$ cat src/rtl/game_compositor.sv
// game_compositor: double-buffered game-state frame handoff synchronised to
// VGA vertical sync, frame/blink counters, and a per-pixel panel compositor
// with one cycle of output latency.
// Optional build macro: GAME_COMPOSITOR_PRIORITY_EN selects the colour of the
// lowest-index active panel instead of OR-ing the colours of all active panels.
module game_compositor #(
    parameter int NUM_PANELS   = 7,
    parameter int FRAME_BITS   = 200,
    parameter int BLINK_FRAMES = 30
) (
    input  logic                  clk,
    input  logic                  reset,
    input  logic                  v_sync,
    input  logic [FRAME_BITS-1:0] frame_in,
    input  logic                  frame_in_valid,
    output logic                  frame_in_ready,
    output logic [FRAME_BITS-1:0] frame_display,
    output logic                  frame_swap,
    output logic [15:0]           frame_count,
    output logic                  blink_phase,
    input  logic [NUM_PANELS-1:0] panel_hit,
    input  logic [NUM_PANELS-1:0] panel_R,
    input  logic [NUM_PANELS-1:0] panel_G,
    input  logic [NUM_PANELS-1:0] panel_B,
    input  logic [NUM_PANELS-1:0] panel_enable,
    input  logic [NUM_PANELS-1:0] panel_blink,
    output logic                  pixel_value_next_R,
    output logic                  pixel_value_next_G,
    output logic                  pixel_value_next_B
);

    localparam logic [7:0] BLINK_LAST = 8'(BLINK_FRAMES - 1);

    logic                  v_sync_reg;
    logic                  first_cycle_reg;
    logic                  sync_event;
    logic                  accept;
    logic [FRAME_BITS-1:0] pending_reg;
    logic                  pending_full_reg;
    logic [FRAME_BITS-1:0] frame_display_reg;
    logic                  frame_swap_reg;
    logic [15:0]           frame_count_reg;
    logic [7:0]            blink_cnt_reg;
    logic                  blink_phase_reg;
    logic [NUM_PANELS-1:0] panel_active;
    logic [2:0]            rgb_next;
    logic [2:0]            rgb_reg;

    // A sync event is the falling edge of v_sync; the cycle right after reset
    // is masked so a low v_sync at reset release cannot look like an edge.
    assign sync_event     = v_sync_reg & ~v_sync & ~first_cycle_reg;
    assign accept         = frame_in_valid & ~pending_full_reg;
    assign frame_in_ready = ~pending_full_reg;

    // Delay line for v_sync edge detection plus the post-reset mask flag.
    always_ff @(posedge clk) begin
        if (reset) begin
            v_sync_reg      <= 1'b1;
            first_cycle_reg <= 1'b1;
        end else begin
            v_sync_reg      <= v_sync;
            first_cycle_reg <= 1'b0;
        end
    end

    // Pending/display double buffer: swap only on a sync event with a full
    // pending slot; an accept in the same cycle as an empty-slot sync waits
    // for the following sync.
    always_ff @(posedge clk) begin
        if (reset) begin
            pending_reg       <= '0;
            pending_full_reg  <= 1'b0;
            frame_display_reg <= '0;
            frame_swap_reg    <= 1'b0;
        end else begin
            frame_swap_reg <= 1'b0;
            if (sync_event && pending_full_reg) begin
                frame_display_reg <= pending_reg;
                pending_full_reg  <= 1'b0;
                frame_swap_reg    <= 1'b1;
            end
            if (accept) begin
                pending_reg      <= frame_in;
                pending_full_reg <= 1'b1;
            end
        end
    end

    // Frame counter and blink half-period counter, both advanced per sync.
    always_ff @(posedge clk) begin
        if (reset) begin
            frame_count_reg <= '0;
            blink_cnt_reg   <= '0;
            blink_phase_reg <= 1'b0;
        end else if (sync_event) begin
            frame_count_reg <= frame_count_reg + 16'd1;
            if (blink_cnt_reg == BLINK_LAST) begin
                blink_cnt_reg   <= '0;
                blink_phase_reg <= ~blink_phase_reg;
            end else begin
                blink_cnt_reg <= blink_cnt_reg + 8'd1;
            end
        end
    end

    // Per-panel activity: covered, enabled, and not hidden by the blink phase.
    generate
        for (genvar gi = 0; gi < NUM_PANELS; gi++) begin : g_active
            assign panel_active[gi] = panel_hit[gi] & panel_enable[gi]
                                      & ~(panel_blink[gi] & blink_phase_reg);
        end
    endgenerate

    // Colour selection across the active panels.
    always_comb begin
        rgb_next = 3'b000;
`ifdef GAME_COMPOSITOR_PRIORITY_EN
        // Walk downwards so the lowest-index active panel is written last.
        for (int i = NUM_PANELS - 1; i >= 0; i--) begin
            if (panel_active[i]) begin
                rgb_next = {panel_R[i], panel_G[i], panel_B[i]};
            end
        end
`else
        rgb_next = {|(panel_active & panel_R),
                    |(panel_active & panel_G),
                    |(panel_active & panel_B)};
`endif
    end

    // Output pixel register (one cycle latency from panel inputs).
    always_ff @(posedge clk) begin
        if (reset) begin
            rgb_reg <= 3'b000;
        end else begin
            rgb_reg <= rgb_next;
        end
    end

    assign frame_display      = frame_display_reg;
    assign frame_swap         = frame_swap_reg;
    assign frame_count        = frame_count_reg;
    assign blink_phase        = blink_phase_reg;
    assign pixel_value_next_R = rgb_reg[2];
    assign pixel_value_next_G = rgb_reg[1];
    assign pixel_value_next_B = rgb_reg[0];

endmodule

$ cat config.mk
export PLATFORM = sky130hd
export DESIGN_NAME = game_compositor
export DESIGN_NICKNAME = d
export VERILOG_FILES = /design/src/rtl/game_compositor.sv
export SDC_FILE = /design/constraint.sdc
export NUM_CORES = 1
export LEC_CHECK = 0
export BUFFER_PORTS_ARGS = -buffer_cell sky130_fd_sc_hd__buf_2
export CAP_MARGIN = 20
export CORE_ASPECT_RATIO = 1.1
export CORE_MARGIN = 1.5
export CORE_UTILIZATION = 25
export DETAILED_ROUTE_END_ITERATION = 16
export SLEW_MARGIN = 40
export SYNTH_ARGS = -nofsm -noshare
export SYNTH_HDL_FRONTEND = slang
export SYNTH_SLANG_ARGS = --single-unit
$ cat constraint.sdc
create_clock -name clk -period 3.1 [get_ports clk]
set_clock_uncertainty 0.2 [all_clocks]
set_input_delay 0.155 -clock clk [delete_from_list [all_inputs] [get_ports clk]]
set_output_delay 0.155 -clock clk [all_outputs]
set_load 0.005 [all_outputs]
==> results list <==
- Yosys top cell by area: dfxtp_1
* Total of flip-flops plus latches after synthesis: 432
* Clock latency reported for the late side of the worst-skew pair: 0.56 ns
- Pin placement for this block handled 468 I/O pins.
- DR DRC count: 0
- Final Hold Fails: 0
- Placer Congestion: 0.761
* Vias/cell: 4.54
- Max_cap viols: 0
- Clock input transition at the sequential cells of the worst setup and hold paths: 0.06 ns
- Crit-path cells: a21oi_1 > a222oi_1 > a31oi_1 > dlygate4sd3_1
- Result of the run: finished, final reports clean
- The tree built by TritonCTS fans out to 432 sinks.
- Number of nets in the final layout: 2408
- TritonCTS built the clock tree.
- Final setup violation count: 0
* Die Y: 253 um
- Number of slew-limit violations in the final report: 0
- Averaged over all synthesized cells, the footprint is 9.61 um^2.
- Among all stages on the critical path, the largest delay is contributed by a222oi_1.
- The number of global-route vias before repair was 13600.
- Adder-Cell Fraction of Synth Area: 0.00265
* Overall power after layout: 12.6 mW
- During placement, the flow inserted port buffers numbering 467.
* Summed instance area of the synthesized netlist: 14200 um^2
* Number of buffers inserted during clock tree synthesis: 46
- The number of gates resized after CTS was 0.
- For this run, the slowest stage of the critical path takes 0.77 ns.
- Required @ worst endpoint: 3.34 ns
- Buffers inserted during post-CTS setup optimization: 0
- First-pass iteration count of the detailed router: 5
* Tmin final: 2.73 ns
- Layout overhead on the synthesized area: 52.1%
- The library cell used most frequently in the layout, excluding fill and tap cells, is buf_2.
- For the pin with the worst max-slew slack, the measured transition is 0.791 ns.
- The final route contains 13300 vias.
- The synthesized netlist contains 34 unique library cells.
* Crit path max fanout: 9
* Worst IR drop on VDD: 0.496 mV
- Path type of the worst setup path: flop to flop
- Starting density of the core: 0.253
- In the final routed layout, each cell accounts on average for 15.5 um.
- Number of routed nets with antenna violations: 0
- Entering global routing, the biggest net connects 114 pins.
- Setup total negative slack on the finished layout was measured at 0 ns.
- For this design the ratio of total power to cell area is 584 nW/um^2.
- In the synthesized netlist, the number of instances is 1474.
- Leakage component of the power: 9.54 nW
- Worst min-delay path category: input port to flop
- Post-synthesis net count: 1723
- Maximum count of clock buffers along a single path: 3
- The die covers 58100 um^2.
- After detailed routing, the total wire length is 45500 um.
- The finished layout holds 2939 standard cells, fillers aside.
- Hold bufs inserted after CTS: 267
* Worst slew margin: 0.472
- Fraction of post-synthesis cell area in the top cell type by area: 0.610
- Worst Path Buf+Inv: 1
- Wire length of the first global-routing pass: 71400 um
* Overflow left after global routing: 0
- Of the total synthesized cell area, the portion taken by AND, OR, NAND and NOR gates is 0.132.
- For this block, the initial DRC count from the detailed router was 706.
- Combinational family with the most area after synthesis: compound AO/OA/AOI/OAI gates
- Crit start category: flop
* Clock tree root driver cell: clkbuf_16
- By area the synthesized netlist is led by dfxtp_1, a22o_1, nand2_1.
- Synth Area in XOR/XNOR: 0.0105
* Global Route Usage Sum: 0.150
- Of the synthesized area, sequential elements account for 0.610.
- Of the post-synthesis cell area, the part taken by muxes is 0.000706.
- In this run, placement finished with an instance count of 2588.
- H-tree levels: 2
- STA puts the critical path data arrival time at 2.97 ns.
- Top library cells by usage in the layout, fill and taps aside: buf_2, dfxtp_1, nand2_1, dlygate4sd3_1, a21oi_1
* Tcrit/Tclk final: 0.880
- Grouping stages by cell kind, the critical path spends the most delay in compound AO/OA/AOI/OAI gates.
- During synthesis, Yosys emitted a total of 0 warnings.
- Of the cells placed in the final design, the portion with a size suffix greater than 1 is 0.257.
* Initial antenna violation count: 0
* Unrepaired setup endpoints after global routing: no
* Hpwl dp: 27900 um
- Die boundary width: 230 um
* Worst hold margin: 0.184 ns
- The worst setup path is captured at a flop.
* Compound-cell area share of the yosys netlist: 0.209
* Core ar.: 56000 um^2
- Row generation in the floorplan step produced 91 rows.
* Maximum achievable frequency: 366 MHz
* Filler cell count: 5453
## area by class of cell
type                    count  area, um^2  area share
multi-input cells         923        5070       0.235
diodes                      1        2.50    0.000116
repair buffers            753        5310       0.246
flip-flops and latches    432        8650       0.401
clock buffers              68        1370      0.0634
clock inverters            15         220      0.0102
well taps                 744         931      0.0432
inverters                   3        11.3    0.000522
## through the flow
step / utilization / setup slack (ns) / cell area [um^2]
2_1_floorplan: - / 1.33 / 14200
3_3_place_gp: 0.309 / 0.838 / 17300
3_5_place_dp: 0.309 / 0.800 / 17300
4_1_cts: 0.385 / 0.377 / 21600
5_1_grt: 0.385 / 0.290 / 21600
6_report: 0.385 / 0.371 / 21600
## cell families (layout without fill, tap and decap cells)
| family | after synthesis | in the layout |
|---|---|---|
| fa+ha+maj | 3 | 3 |
| xor+xnor | 17 | 17 |
| buf+inv | 119 | 839 |
| flops | 432 | 432 |
| other cells | 0 | 1 |
| compound gates | 434 | 434 |
| mux | 1 | 1 |
| simple gates | 468 | 468 |
## Yosys cell counts
cell type / instances
nor2_1: 20
nand3_1: 5
a22o_1: 200
nor4b_1: 1
or4_1: 2
mux2i_1: 1
o21ai_0: 4
o31ai_1: 2
nand4_4: 1
xor2_1: 14
inv_1: 3
and4_1: 2
ha_1: 3
a31oi_1: 3
o21a_1: 1
buf_1: 3
nor3b_4: 1
a21oi_1: 214
clkbuf_1: 83
or3_1: 4
buf_2: 30
nor4bb_1: 1
or2_2: 1
and3_1: 4
a22oi_1: 6
xnor2_1: 3
dfxtp_1: 432
nand2b_1: 1
nand2_1: 414
nand4_1: 9
and2_1: 1
a222oi_1: 3
a211oi_1: 1
nor2b_1: 1
## tightest hold or removal path, stage by stage
cell and delay (ns):
dlygate4sd3_1 0.53, buf_2 0.12, nand2_1 0.04, a21oi_1 0.05
## path summary, 6_finish.rpt
| kind | cells past startpoint | end | slack (ns) | startpoint |
|---|---|---|---|---|
| max | 4 | rgb_reg[1] | 0.37 | blink_phase |
| min reg2reg | 2 | pending_reg[90] | 0.25 | pending_reg[90] |
| max reg2reg | 4 | rgb_reg[1] | 0.37 | blink_phase |
| min | 4 | pending_reg[139] | 0.18 | frame_in[139] |
## layer usage
metal / vias to the layer above / global-route usage / part of all wire
met1: 6298 / 0.172 / 0.39
met2: 469 / 0.257 / 0.49
met3: 119 / 0.0414 / 0.072
li1: 6461 / - / -
met5: - / 0 / 0
met4: 0 / 0.0738 / 0.045
## report_power, final
| group | leakage [nW] | switching, mW | internal (mW) |
|---|---|---|---|
| sequential | 3.51 | 0.0944 | 5.73 |
| clock | 0.771 | 2.26 | 3.47 |
| combinational | 5.26 | 0.514 | 0.524 |
Note: power is estimated with default switching activity, not from simulation.
